### src/rtl/dmem_stage_if.sv
// -----------------------------------------------------------------------------
// dmem_stage_if
// Purpose : data-memory bus between the memory-stage access unit and a
//           variable-latency memory. One transfer completes in the cycle
//           where mem_req and mem_ack are both high.
// Signals : mem_req   request (master -> slave)
//           mem_we    1 = write, 0 = read (master -> slave)
//           mem_addr  word-aligned byte address (master -> slave)
//           mem_wdata write data (master -> slave)
//           mem_rdata read data, valid with mem_ack on a read (slave -> master)
//           mem_ack   transfer completes this cycle (slave -> master)
// -----------------------------------------------------------------------------
interface dmem_stage_if;
    logic        mem_req;
    logic        mem_we;
    logic [31:0] mem_addr;
    logic [31:0] mem_wdata;
    logic [31:0] mem_rdata;
    logic        mem_ack;

    modport master (
        output mem_req,
        output mem_we,
        output mem_addr,
        output mem_wdata,
        input  mem_rdata,
        input  mem_ack
    );

    modport slave (
        input  mem_req,
        input  mem_we,
        input  mem_addr,
        input  mem_wdata,
        output mem_rdata,
        output mem_ack
    );
endinterface

### src/rtl/dmem_stage.sv
// -----------------------------------------------------------------------------
// dmem_stage
// Purpose : memory-stage data-access unit for a pipelined MIPS core. Stores
//           are posted into a circular write buffer and retire without
//           stalling; loads first drain the buffer (so they never overtake an
//           older store) and then perform one handshaked bus read while StallM
//           holds the pipeline.
// Ports   : clk        clock, all state on the rising edge
//           reset      synchronous, active-low reset
//           MemReadM   M-stage load
//           MemWriteM  M-stage store (wins when both are set)
//           AluOutM    byte address of the access
//           WriteDataM store data
//           ReadDataM  load result (last captured read data)
//           StallM     freeze F/D/E/M, combinational
//           AdrErrM    misaligned access flag, combinational
//           bus        data-memory bus, master side
// -----------------------------------------------------------------------------
module dmem_stage #(
    parameter int WB_DEPTH = 4
) (
    input  logic         clk,
    input  logic         reset,
    input  logic         MemReadM,
    input  logic         MemWriteM,
    input  logic [31:0]  AluOutM,
    input  logic [31:0]  WriteDataM,
    output logic [31:0]  ReadDataM,
    output logic         StallM,
    output logic         AdrErrM,
    dmem_stage_if.master bus
);

    localparam int PW = $clog2(WB_DEPTH);
    localparam int CW = PW + 1;
    localparam logic [CW-1:0] WB_FULL = CW'(WB_DEPTH);

    typedef enum logic [1:0] {
        IDLE    = 2'd0,
        DRAIN   = 2'd1,
        RD_REQ  = 2'd2,
        RD_DONE = 2'd3
    } state_t;

    state_t         state_q, state_d;
    logic [PW-1:0]  head_q, head_d;
    logic [PW-1:0]  tail_q, tail_d;
    logic [CW-1:0]  count_q, count_d;
    logic [29:0]    ld_addr_q, ld_addr_d;
    logic [31:0]    rdata_q, rdata_d;

    // Buffer storage holds only the word address; the byte offset is always 0.
    logic [29:0]    wb_addr_q [WB_DEPTH];
    logic [31:0]    wb_data_q [WB_DEPTH];

    logic aligned;
    logic wb_full;
    logic wb_busy;
    logic store_ok;
    logic load_ok;
    logic push;
    logic pop;

    assign aligned  = (AluOutM[1:0] == 2'b00);
    assign AdrErrM  = (MemReadM | MemWriteM) & ~aligned;
    assign wb_full  = (count_q == WB_FULL);

    // The buffer owns the bus whenever it holds data, except while the load
    // read is outstanding (which only starts once the buffer is empty).
    assign wb_busy  = (count_q != '0) && (state_q != RD_REQ);
    assign pop      = wb_busy & bus.mem_ack;

    // New M-stage instructions are only looked at in IDLE; in the other
    // states the inputs still show the stalled load itself.
    assign store_ok = (state_q == IDLE) && MemWriteM && aligned;
    assign load_ok  = (state_q == IDLE) && MemReadM && !MemWriteM && aligned;

    // Fullness is judged at cycle start, so a same-cycle pop does not admit
    // the store; it is pushed on the following edge instead.
    assign push     = store_ok && !wb_full;

    assign bus.mem_req   = wb_busy | (state_q == RD_REQ);
    assign bus.mem_we    = (state_q != RD_REQ);
    assign bus.mem_addr  = (state_q == RD_REQ) ? {ld_addr_q, 2'b00}
                                               : {wb_addr_q[head_q], 2'b00};
    assign bus.mem_wdata = wb_data_q[head_q];
    assign ReadDataM     = rdata_q;

    always_comb begin
        head_d    = head_q;
        tail_d    = tail_q;
        count_d   = count_q;
        state_d   = state_q;
        ld_addr_d = ld_addr_q;
        rdata_d   = rdata_q;
        StallM    = 1'b0;

        if (push) begin
            tail_d = tail_q + PW'(1);
        end
        if (pop) begin
            head_d = head_q + PW'(1);
        end
        if (push && !pop) begin
            count_d = count_q + CW'(1);
        end else if (pop && !push) begin
            count_d = count_q - CW'(1);
        end

        unique case (state_q)
            IDLE: begin
                if (store_ok && wb_full) begin
                    StallM = 1'b1;
                end
                if (load_ok) begin
                    StallM    = 1'b1;
                    ld_addr_d = AluOutM[31:2];
                    // An ack on the last buffered write lets the read start
                    // straight away.
                    state_d   = (count_d == '0) ? RD_REQ : DRAIN;
                end
            end
            DRAIN: begin
                StallM = 1'b1;
                if (count_d == '0) begin
                    state_d = RD_REQ;
                end
            end
            RD_REQ: begin
                StallM = 1'b1;
                if (bus.mem_ack) begin
                    rdata_d = bus.mem_rdata;
                    state_d = RD_DONE;
                end
            end
            RD_DONE: begin
                state_d = IDLE;
            end
            default: begin
                state_d = IDLE;
            end
        endcase
    end

    always_ff @(posedge clk) begin
        if (!reset) begin
            state_q   <= IDLE;
            head_q    <= '0;
            tail_q    <= '0;
            count_q   <= '0;
            ld_addr_q <= '0;
            rdata_q   <= '0;
        end else begin
            state_q   <= state_d;
            head_q    <= head_d;
            tail_q    <= tail_d;
            count_q   <= count_d;
            ld_addr_q <= ld_addr_d;
            rdata_q   <= rdata_d;
        end
    end

    // Entry contents need no reset: an entry is only read while count>0.
    always_ff @(posedge clk) begin
        if (push) begin
            wb_addr_q[tail_q] <= AluOutM[31:2];
            wb_data_q[tail_q] <= WriteDataM;
        end
    end

endmodule

### src/flat_wrapper.sv
// flat-port wrapper written by rule: the top's interface ports become plain ports
module dmem_stage_flat 
#(
    parameter int WB_DEPTH = 4
)
  (clk, reset, MemReadM, MemWriteM, AluOutM, WriteDataM, ReadDataM, StallM, AdrErrM, bus_mem_req, bus_mem_we, bus_mem_addr, bus_mem_wdata, bus_mem_rdata, bus_mem_ack);
  dmem_stage_if bus_i ();
  input  logic clk;
  input  logic reset;
  input  logic MemReadM;
  input  logic MemWriteM;
  input  logic [31:0] AluOutM;
  input  logic [31:0] WriteDataM;
  output logic [31:0] ReadDataM;
  output logic StallM;
  output logic AdrErrM;
  output wire logic [$bits(bus_i.mem_req)-1:0] bus_mem_req;
  output wire logic [$bits(bus_i.mem_we)-1:0] bus_mem_we;
  output wire logic [$bits(bus_i.mem_addr)-1:0] bus_mem_addr;
  output wire logic [$bits(bus_i.mem_wdata)-1:0] bus_mem_wdata;
  input wire logic [$bits(bus_i.mem_rdata)-1:0] bus_mem_rdata;
  input wire logic [$bits(bus_i.mem_ack)-1:0] bus_mem_ack;
  assign bus_mem_req = bus_i.mem_req;
  assign bus_mem_we = bus_i.mem_we;
  assign bus_mem_addr = bus_i.mem_addr;
  assign bus_mem_wdata = bus_i.mem_wdata;
  assign bus_i.mem_rdata = bus_mem_rdata;
  assign bus_i.mem_ack = bus_mem_ack;
  dmem_stage #(.WB_DEPTH(WB_DEPTH)) u_core (.clk(clk), .reset(reset), .MemReadM(MemReadM), .MemWriteM(MemWriteM), .AluOutM(AluOutM), .WriteDataM(WriteDataM), .ReadDataM(ReadDataM), .StallM(StallM), .AdrErrM(AdrErrM), .bus(bus_i));
endmodule
### config.mk
export PLATFORM = sky130hd
export DESIGN_NAME = dmem_stage_flat
export DESIGN_NICKNAME = d
export VERILOG_FILES = /design/src/rtl/dmem_stage_if.sv /design/src/rtl/dmem_stage.sv /design/src/flat_wrapper.sv
export SDC_FILE = /design/constraint.sdc
export NUM_CORES = 1
export LEC_CHECK = 0
export BUFFER_PORTS_ARGS = -buffer_cell sky130_fd_sc_hd__buf_2
export CORE_MARGIN = 4
export CORE_UTILIZATION = 42
export CTS_CLUSTER_SIZE = 20
export DETAILED_ROUTE_END_ITERATION = 12
export PLACE_DENSITY = 0.6
export SYNTH_ARGS = -nofsm -noshare
export SYNTH_HDL_FRONTEND = slang
export SYNTH_SLANG_ARGS = --single-unit
### constraint.sdc
create_clock -name clk -period 3.95 [get_ports clk]
set_input_delay 0.1975 -clock clk [delete_from_list [all_inputs] [get_ports clk]]
set_output_delay 0.1975 -clock clk [all_outputs]
set_load 0.02 [all_outputs]
==> flow_metrics.py <==
metrics = {
    "placement": {
        "io_buffers": 198,
        "place.gp.congestion": 0.7741,
        "place_area_mm2": 0.01378,
        "hpwl_mm": 15.09,
    },
    "route": {
        "firstDrtPassIters": 4,
        "drc": 0,
        "drt_wl_total_mm": 26.41,
        "vias": 7337,
        "ant_nets": 0,
        "via_per_inst": 4.921,
        "wl_per_cell_um": 17.71,
        "detail_route.iter0.violations": 482,
    },
    "floorplan": {
        "die_area_mm2": 0.03235,
        "io_pins": 201,
        "start_util": 0.4287,
        "core-area_mm2": 0.02894,
        "rows": 62,
        "die_y_um": 179.9,
        "die_w_um": 179.9,
    },
    "sta": {
        "slew_violations": 0,
        "rsz0062_at_grt": "false",
        "finalHoldViolations": 0,
        "tns_ns": 0,
        "slew_headroom": 0.3250,
        "fmax_mhz": 312.2,
        "fin_worst_skew_ns": 0.01345,
        "final.min_clock_period_ns": 3.204,
        "worst_slew_pin_slew_ns": 1.012,
        "setup_violations": 0,
        "timing.final.crit_share": 0.8110,
    },
    "clock_network": {
        "cts_max_path_buffers": 3,
        "clk_latency_ns": 0.50,
        "cts_tree": "built",
        "cts-htree-levels": 2,
        "clock-root-buffer": "clkbuf_16",
        "cts_resized": 0,
        "cts_sinks": 321,
        "cts_buffers": 34,
        "clk_pin_slew_ns": 0.06,
    },
    "power_and_ir_drop": {
        "p_leak_nw": 5.678,
        "power.density_mw_per_mm2": 564.1,
        "vdd_ir_drop_max_uv": 259.6,
        "power_w": 0.008906,
    },
    "critical_path": {
        "crit_type": "reg2out",
        "worstRegToRegCells": 8,
        "end_kind": "output pin",
        "crit_slowest_cell": "ha_2",
        "crit_required_ns": 3.75,
        "cp_max_fo": 36,
        "rrSetupSlack_ns": 1.10,
        "crit_end": "bus_mem_addr[24]",
        "regToRegEndpoint": "u_core.state_q[1]",
        "path_depth": 7,
        "worstPathCellList": "inv_1 -> ha_2 -> inv_1 -> buf_4 -> nand2_1 -> nand2_1 -> buf_2",
        "worstPathArrival_ns": 3.01,
        "worstSetupStartpoint": "u_core.state_q[0]",
        "startpoint_type": "flop",
        "reg2reg_from": "u_core.state_q[0]",
        "critPathMaxStageDelay_ns": 0.76,
        "critPathBufInv": 4,
        "cp_top_family": "buffers and inverters",
    },
    "hold_path": {
        "min_from": "AluOutM[0]",
        "hp-class": "in2reg",
    },
    "yosys": {
        "synth-seq-cells": 321,
        "syn_avg_cell_area_um2": 15.72,
        "syn_area_mm2": 0.01240,
        "synth_top_area_frac": 0.6004,
        "ys_top_cells_by_area": "edfxtp_1, dfxtp_1, mux4_2, nand2_1, a21boi_1",
        "synth_largest_area_cell": "edfxtp_1",
        "synth_cell_types": 40,
        "yosysSeqAreaShare": 0.7182,
        "synth-warning-count": 0,
        "synth_cells": 789,
    },
    "final_layout": {
        "drive_above_1_share": 0.2984,
        "syn2layout_area_growth_pct": 27.27,
        "design_area_mm2": 0.01579,
        "nets": 1194,
    },
    "run": {
        "maxCapViolations": 0,
    },
    "global_routing": {
        "grt_use_total": 0.1629,
        "antenna_found_initial": 1,
        "globalRouteOverflowTotal": 0,
        "grt_pass1_vias": 7806,
        "grt_max_degree": 63,
        "grt_pass1_wl_mm": 42.86,
    },
    "status": {
        "status": "completed",
    },
}
-- registers in the layout, indices dropped and copies added (netlist names), named ones only --
register,cells
u_core.ReadDataM,32
u_core.tail_q,2
u_core.wb_addr_q,120
u_core.ld_addr_q,30
u_core.count_q,3
u_core.head_q,2
u_core.state_q,2
u_core.wb_data_q,128
-- synth_stat cells, drive strengths merged --
cell / count
nand2b: 1
conb: 1
a21boi: 63
inv: 8
nor2b: 2
dfxtp: 73
and4bb: 1
edfxtp: 248
o22ai: 1
nand2: 226
a2bb2oi: 1
mux2i: 3
nor3b: 1
nand3: 2
o21ai: 2
maj3: 1
nor4b: 1
or4: 2
o211ai: 1
a21oi: 2
ha: 12
and2: 12
buf: 14
xnor2: 3
a31oi: 1
o31ai: 1
nand4: 2
mux4: 62
nor2: 7
clkbuf: 30
o311ai: 1
o221a: 1
xor2: 3
-- per-layer routing --
layer,GRT usage,wire length [um],up-vias
met5,0,0,-
met4,0.03414,479,0
met3,0.03800,1550,36
met2,0.2826,13100,205
met1,0.2114,11280,3614
li1,-,-,3482
-- cell families (layout without fill, tap and decap cells) --
group	count (synthesis)	count (layout)	share of synthesized area
AOI/OAI and AO/OA	74	74	0.04549
xor gates and xnor gates	6	6	0.004237
adders and majority gates	13	13	0.01291
buffers and inverters	52	368	0.01705
DFF	321	321	0.7182
muxes	65	65	0.1150
other	1	3	0.0003023
and+or+nand+nor	257	257	0.08685
-- timing repair --
item | in CTS | in global routing
buffers inserted | 0 | 0
hold endpoints to repair | 310 | 0
hold buffers | 94 | 0
-- worst min-delay path by stage --
stage / to / slack [ns] / depth (start not counted)
final: u_core.tail_q[1] / 0.22 / 6
after global routing: u_core.tail_q[0] / 0.26 / 5
after CTS: u_core.tail_q[1] / 0.21 / 6
after detailed placement: u_core.wb_data_q[0][26] / 0.42 / 1
after global placement: u_core.wb_data_q[0][29] / 0.41 / 1
after floorplan: u_core.wb_addr_q[0][0] / 0.30 / 0
-- cell type report --
type | count | area, um^2
fill | 2359 | 13150
clock buffer | 46 | 937.1
timing repair buffer | 299 | 1997
clock inverter | 15 | 123.9
inverter | 8 | 30.03
tap | 384 | 480.5
sequential | 321 | 8916
multi-input combinational | 417 | 3301
antenna | 1 | 2.502
-- power breakdown --
group,switching (W),internal (W)
Sequential,0.000153,0.00378
Combinational,0.00111,0.000847
Clock,0.00122,0.00180
Total,0.00249,0.00642
-- cell usage in the layout, fill, tap and decap left out, types with 2 or more instances in the layout --
master	Yosys	routed
o21ai_0	2	2
clkinv_2	0	8
clkinv_1	0	4
clkbuf_16	0	35
clkbuf_8	0	2
xor2_1	3	3
and2_1	11	7
xnor2_1	3	3
a21boi_1	47	47
nand4_1	2	2
buf_2	7	198
buf_4	2	6
edfxtp_1	248	248
dfxtp_4	0	2
clkbuf_1	30	9
conb_1	1	2
a21oi_1	2	2
or4_1	2	2
mux2i_1	3	3
dlygate4sd3_1	0	94
bufinv_16	0	2
and2_4	1	5
a21boi_0	16	16
inv_1	8	8
mux4_2	62	62
nor2_1	6	6
ha_1	12	11
nand2_1	226	226
dfxtp_1	73	71
-- worst min-delay path: stages --
cell	delay (ns)
buf_2	0.12
nor2_4	0.06
nand2_1	0.07
a21oi_1	0.09
nand2_1	0.08
a21boi_0	0.06
-- stage by stage --
step / cells / util / setup WS (ns) / hold WS (ns)
after global routing: 1491 / 0.5456 / 0.5179 / 0.2563
after floorplan: 790 / - / 0.9619 / 0.2964
final: 1491 / 0.5456 / 0.7464 / 0.2214
after detailed placement: 1335 / 0.4763 / 1.093 / 0.4153
after CTS: 1490 / 0.5455 / 0.6936 / 0.2074
after global placement: 1335 / 0.4763 / 1.142 / 0.4148
Power figures use the tool's default switching activity.
